## src/rtl/id_ex_issue.sv

```systemverilog
// Decode/issue register between fetch and the RV32I ALU: decodes OP, OP-IMM, LUI and AUIPC,
// selects and forwards operands, and holds the registered ALU bundle behind a valid/ready handshake.
module id_ex_issue #(
  parameter bit FwdEn = 1'b1
) (
  input  logic        clk_i,
  input  logic        rst_ni,
  input  logic        flush_i,
  input  logic        in_valid_i,
  output logic        in_ready_o,
  input  logic [31:0] instr_i,
  input  logic [31:0] pc_i,
  output logic [4:0]  rs1_addr_o,
  output logic [4:0]  rs2_addr_o,
  input  logic [31:0] rs1_data_i,
  input  logic [31:0] rs2_data_i,
  input  logic        fwd_we_i,
  input  logic [4:0]  fwd_rd_i,
  input  logic [31:0] fwd_data_i,
  output logic        ex_valid_o,
  input  logic        ex_ready_i,
  output logic [3:0]  ex_alu_op_o,
  output logic [31:0] ex_a_o,
  output logic [31:0] ex_b_o,
  output logic [4:0]  ex_rd_o,
  output logic        ex_we_o,
  output logic        ex_illegal_o
);

  localparam logic [3:0] AluAdd  = 4'd0;
  localparam logic [3:0] AluSub  = 4'd1;
  localparam logic [3:0] AluAnd  = 4'd2;
  localparam logic [3:0] AluOr   = 4'd3;
  localparam logic [3:0] AluXor  = 4'd4;
  localparam logic [3:0] AluSll  = 4'd5;
  localparam logic [3:0] AluSrl  = 4'd6;
  localparam logic [3:0] AluSra  = 4'd7;
  localparam logic [3:0] AluSlt  = 4'd8;
  localparam logic [3:0] AluSltu = 4'd9;

  localparam logic [6:0] OpcOp    = 7'b0110011;
  localparam logic [6:0] OpcOpImm = 7'b0010011;
  localparam logic [6:0] OpcLui   = 7'b0110111;
  localparam logic [6:0] OpcAuipc = 7'b0010111;

  localparam logic [6:0] F7Zero = 7'b0000000;
  localparam logic [6:0] F7Alt  = 7'b0100000;

  logic [6:0]  opcode;
  logic [2:0]  f3;
  logic [6:0]  f7;
  logic        alt;
  logic [31:0] imm_i;
  logic [31:0] imm_u;
  logic [31:0] rs1_val;
  logic [31:0] rs2_val;

  assign opcode     = instr_i[6:0];
  assign f3         = instr_i[14:12];
  assign f7         = instr_i[31:25];
  assign alt        = (f7 == F7Alt);
  assign imm_i      = {{20{instr_i[31]}}, instr_i[31:20]};
  assign imm_u      = {instr_i[31:12], 12'b0};
  assign rs1_addr_o = instr_i[19:15];
  assign rs2_addr_o = instr_i[24:20];

  // x0 always reads zero; otherwise the result of the instruction in EX wins over the regfile.
  function automatic logic [31:0] sel_operand(input logic [4:0] addr, input logic [31:0] data);
    if (addr == 5'd0) begin
      return 32'd0;
    end else if (FwdEn && fwd_we_i && (fwd_rd_i == addr)) begin
      return fwd_data_i;
    end else begin
      return data;
    end
  endfunction

  assign rs1_val = sel_operand(rs1_addr_o, rs1_data_i);
  assign rs2_val = sel_operand(rs2_addr_o, rs2_data_i);

  // Shared funct3 map; alt selects SUB/SRA where the opcode permits it.
  function automatic logic [3:0] f3_to_op(input logic [2:0] fn3, input logic use_alt);
    case (fn3)
      3'b000:  return use_alt ? AluSub : AluAdd;
      3'b001:  return AluSll;
      3'b010:  return AluSlt;
      3'b011:  return AluSltu;
      3'b100:  return AluXor;
      3'b101:  return use_alt ? AluSra : AluSrl;
      3'b110:  return AluOr;
      default: return AluAnd;
    endcase
  endfunction

  logic [3:0]  dec_op;
  logic [31:0] dec_a;
  logic [31:0] dec_b;
  logic        dec_ill;

  always_comb begin
    dec_op  = AluAdd;
    dec_a   = 32'd0;
    dec_b   = 32'd0;
    dec_ill = 1'b0;
    case (opcode)
      OpcOp: begin
        dec_a   = rs1_val;
        dec_b   = rs2_val;
        dec_op  = f3_to_op(f3, alt);
        dec_ill = !((f7 == F7Zero) || (alt && ((f3 == 3'b000) || (f3 == 3'b101))));
      end
      OpcOpImm: begin
        dec_a  = rs1_val;
        dec_b  = imm_i;
        dec_op = f3_to_op(f3, alt && (f3 == 3'b101));
        if (f3 == 3'b001) begin
          dec_ill = (f7 != F7Zero);
        end else if (f3 == 3'b101) begin
          dec_ill = !((f7 == F7Zero) || alt);
        end
      end
      OpcLui: begin
        dec_b = imm_u;
      end
      OpcAuipc: begin
        dec_a = pc_i;
        dec_b = imm_u;
      end
      default: dec_ill = 1'b1;
    endcase
    if (dec_ill) begin
      dec_op = AluAdd;
      dec_a  = 32'd0;
      dec_b  = 32'd0;
    end
  end

  logic        valid_q, valid_d;
  logic [3:0]  op_q;
  logic [31:0] a_q, b_q;
  logic [4:0]  rd_q;
  logic        we_q, ill_q;
  logic        load;

  assign in_ready_o = !valid_q || ex_ready_i;
  // A flushed capture is dropped entirely, so the held bundle is left untouched.
  assign load       = in_valid_i && in_ready_o && !flush_i;

  always_comb begin
    valid_d = valid_q;
    if (flush_i) begin
      valid_d = 1'b0;
    end else if (load) begin
      valid_d = 1'b1;
    end else if (ex_ready_i) begin
      valid_d = 1'b0;
    end
  end

  always_ff @(posedge clk_i or negedge rst_ni) begin
    if (!rst_ni) begin
      valid_q <= 1'b0;
      op_q    <= AluAdd;
      a_q     <= 32'd0;
      b_q     <= 32'd0;
      rd_q    <= 5'd0;
      we_q    <= 1'b0;
      ill_q   <= 1'b0;
    end else begin
      valid_q <= valid_d;
      if (load) begin
        op_q  <= dec_op;
        a_q   <= dec_a;
        b_q   <= dec_b;
        rd_q  <= instr_i[11:7];
        we_q  <= !dec_ill && (instr_i[11:7] != 5'd0);
        ill_q <= dec_ill;
      end
    end
  end

  assign ex_valid_o   = valid_q;
  assign ex_alu_op_o  = op_q;
  assign ex_a_o       = a_q;
  assign ex_b_o       = b_q;
  assign ex_rd_o      = rd_q;
  assign ex_we_o      = we_q;
  assign ex_illegal_o = ill_q;

endmodule
```

## config.mk

```make
export PLATFORM = sky130hd
export DESIGN_NAME = id_ex_issue
export DESIGN_NICKNAME = d
export VERILOG_FILES = /design/src/rtl/id_ex_issue.sv
export SDC_FILE = /design/constraint.sdc
export NUM_CORES = 1
export LEC_CHECK = 0
export ABC_CLOCK_PERIOD_IN_PS = 1800
export BUFFER_PORTS_ARGS = -buffer_cell sky130_fd_sc_hd__buf_2
export CELL_PAD_IN_SITES_DETAIL_PLACEMENT = 1
export CELL_PAD_IN_SITES_GLOBAL_PLACEMENT = 1
export CORE_ASPECT_RATIO = 1.75
export CORE_MARGIN = 5
export CORE_UTILIZATION = 32
export DETAILED_ROUTE_END_ITERATION = 6
export PLACE_DENSITY_LB_ADDON = 0.1
export SLEW_MARGIN = 5
export SYNTH_ARGS = -nofsm -noshare
export SYNTH_HDL_FRONTEND = slang
export SYNTH_SLANG_ARGS = --single-unit
```

## constraint.sdc

```tcl
create_clock -name clk_i -period 1.8 [get_ports clk_i]
set_input_delay 0.09 -clock clk_i [delete_from_list [all_inputs] [get_ports clk_i]]
set_output_delay 0.09 -clock clk_i [all_outputs]
set_load 0.01 [all_outputs]
```

==> metrics.md <==
| Metric | Value |
|---|---|
| Post-route ant nets | `0` |
| Worst setup path start | `ex_valid_o` |
| Post-synthesis cell type count | `43` |
| Hold wc startpoint | `in_valid_i` |
| Detailed-route via count | `5109` |
| Final weighted congestion of routability-driven global placement | `0.841` |
| Critical-path top delay cell | `dfrtp_1` |
| Total routing usage reported by global routing | `23.7%` |
| Average detailed-routed wire length per instance | `21.9 microns` |
| Largest net degree at the start of global routing | `43` |
| Flops & latches, synth | `76` |
| Number of placement rows | `58` |
| Critical path cell sequence | `nand2b_1, and3_2, buf_4, and3_1, a21oi_1, o21ai_1` |
| CP endpoint kind | `register` |
| Source-to-sink clock delay at the later pin of the worst-skew pair | `0.34 ns` |
| EDFF count, synth | `0` |
| Post-CTS Setup Inserts | `0` |
| Number of nets in the final layout | `931` |
| Count of final hold-check violations | `0` |
| Mean instance size in the synthesized netlist | `9.31 sq um` |
| Min-Delay Path Depth | `3` |
| Synthesized netlist net count | `677` |
| IR Drop Worst-Case VDD | `484 uV` |
| Launching element type of the critical path | `register` |
| Maximum clock insertion buffer count | `2` |
| Kind of cell with the highest combined delay on the critical path | `simple AND/OR/NAND/NOR gates` |
| Area growth, synth to finish | `41.8%` |
| Post-placement worst setup slack | `-0.0290 ns` |
| Vert. Die Dim | `171 microns` |
| Post-Route Hold Slack | `0.0136 ns` |
| Number of primary I/O pins | `258` |
| Buffers added on ports | `257` |
| CP Depth | `6` |
| Post-route worst setup slack | `0.190 ns` |
| Status | `complete, no violations` |
| Number of setup violations in the final report | `0` |
| Die width | `102 microns` |
| Synth area leader | `dfrtp_1` |
| Warnings, synthesis | `0` |
| FFs w/ async S/R, synth | `100%` |
| Placeable core region | `14400 sq um` |
| Buffers & Inverters on Critical Path | `1` |
| Cell types with the largest area share after synthesis | `dfrtp_1, mux2i_1, and3_1, a21oi_1, nand2_1` |
| Leakage power | `3.61 nW` |
| Endpoint arrival time on the critical path | `1.87 ns` |
| Number of search-and-repair iterations in the first detailed-routing pass | `5` |
| Initial antenna violation count | `3` |
| Fraction of post-synthesis cell area in the top cell type by area | `40.4%` |
| Unrepaired setup endpoints after global routing | `no` |
| Post-synth design cell area | `4710 sq um` |
| Starting utilization of the core area | `32.6%` |
| Number of design-rule violations left by the first detailed-router iteration | `149` |
| Aggregate global routing overflow | `0` |
| Vias in the first global route | `5866` |
| Die area | `17300 sq um` |
| Fraction of final layout cells sized beyond drive strength 1 | `42.0%` |
| Remaining routing DRC violations | `0` |
| Reg-to-reg startpoint | `ex_valid_o` |
| Power per unit of standard cell area | `694 nW/um^2` |
| Final wirelength | `20700 microns` |
| Slew Limit Headroom | `64.4%` |
| Number of max-cap violations | `0` |
| CTS Root Cell | `clkbuf_16` |
| Number of resized instances in the post-cts repair step | `0` |
| Wire length of the first global-routing pass | `31600 microns` |
| Max Fclk | `621 MHz` |
| Max incr delay on CP | `0.38 ns` |
| Mapped Cells | `506` |
| Max-slew violations | `0` |
| Worst reg2reg path depth | `6` |
| Top fanout value on the critical path | `22` |
| Clk_skew | `0.00826 ns` |
| Fraction of the yosys area taken by sequential cells | `40.4%` |
| Worst Tran Pin Value | `0.534 ns` |
| Primary FF master, synth | `dfrtp_1` |
| Kind of critical path | `reg2reg` |
| H-tree lvl count | `3` |
| Number of buffers added by the clock tree synthesis step | `9` |
| Final critical path time including I/O delays and setup | `1.61 ns` |
| HPWL after detailed placement | `16500 microns` |
| Clock transition at the registers of the reported paths | `0.06 ns` |
| DR vias/cell | `5.39` |
| Required time worst endpoint | `2.06 ns` |
| Number of clock sinks seen by CTS | `76` |
| CTS tree | `yes` |
| Fin crit share | `89.4%` |
| Worst Hold Class | `in2reg` |
==> placed cells by master, fill, tap and decap left out, types with 3 or more instances in the layout <==
master,Yosys,final
buf_2,11,256
dfrtp_1,76,76
nand2_1,65,65
a21oi_1,52,52
and3_1,52,50
mux2i_1,44,44
o21ai_1,41,41
buf_4,14,30
a221o_1,19,19
a32o_1,19,19
a22oi_1,13,13
nor2_1,9,9
clkbuf_16,0,9
inv_1,8,8
dlygate4sd3_1,0,7
o21ai_0,6,6
xnor2_1,6,5
buf_12,0,5
nand3_1,5,4
o31ai_1,4,4
xor2_1,4,4
diode_2,0,3
clkbuf_8,0,3
==> state kept, by name, indices dropped and copies added (netlist names) <==
register	count
ex_a_o	32
ex_alu_op_o	4
ex_b_o	32
ex_illegal_o	1
ex_rd_o	5
ex_valid_o	1
ex_we_o	1
==> cell type report <==
class                   count  area, sq um
clock buffers              13          270
repair buffers            298         1680
diodes                      3         7.51
fillers                  1798         7760
clock inverters             3         67.6
flip-flops and latches     76         1900
well taps                 180          225
inverters                   8         30.0
multi-input cells         367         2500
==> synth_stat cells, drive strengths merged, types with 2 or more instances <==
library cell	n
a22oi	13
a221o	19
mux2i	44
o21ai	47
xnor2	6
inv	8
nand2	65
a32o	19
o41ai	2
nand4	2
clkbuf	24
buf	31
dfrtp	76
nand3	6
or4	2
and3	52
nor4	4
nor2	9
xor2	4
a21oi	53
o31ai	4
==> tightest hold or removal path, stage by stage <==
cell,delay [ns]
buf_2,0.13
inv_1,0.05
a21oi_1,0.05
==> cell families (layout without fill, tap and decap cells) <==
group           Yosys count  count (layout)  share of synthesized area [%]
compound gates          164             164                           24.3
xor+xnor                 10              10                           1.86
buf+inv                  63             322                           7.38
flops                    76              76                           40.4
mux                      44              44                           9.35
other cells               0               3                              0
simple gates            149             149                           16.8
==> worst paths after layout <==
| kind | end | slack [ns] |
|---|---|---|
| setup / recovery | ex_a_o[12] | 0.19 |
| hold / removal | ex_valid_o | 0.01 |
| setup reg to reg | ex_a_o[12] | 0.19 |
| hold reg to reg | ex_rd_o[1] | 0.48 |
| max in group asynchronous | ex_b_o[18] | 0.91 |
| min in group asynchronous | ex_rd_o[2] | 0.26 |
==> layer usage <==
metal  track usage [%]  part of all wire [%]
met5                 0                     0
met4              10.9                   3.4
met3              4.94                   6.7
met2              43.2                    55
met1              25.8                    35
==> power by group <==
group | internal [mW] | leakage (nW) | switching (mW)
combinational | 0.348 | 2.40 | 0.451
sequential | 1.74 | 1.05 | 0.0166
clock | 1.33 | 0.162 | 0.747
total | 3.42 | 3.61 | 1.21
==> through the flow <==
stage / total power, mW / area (sq um) / instances / setup TNS [ns] / utilization, %
after global routing: 4.85 / 6680 / 948 / 0 / 46.3
after global placement: 2.57 / 6260 / 922 / 0 / 43.4
after detailed placement: 2.59 / 6260 / 922 / -0.126 / 43.4
after CTS: 4.70 / 6670 / 945 / 0 / 46.2
after floorplan: 2.13 / 4710 / 506 / 0 / -
final: 4.63 / 6680 / 948 / 0 / 46.3
==> what timing repair did <==
action                                 4_1_cts  5_1_grt
hold buffers                                 7        0
setup endpoints to repair                    0        0
endpoints found under the hold margin       41        0
Note: power is estimated with default switching activity, not from simulation.
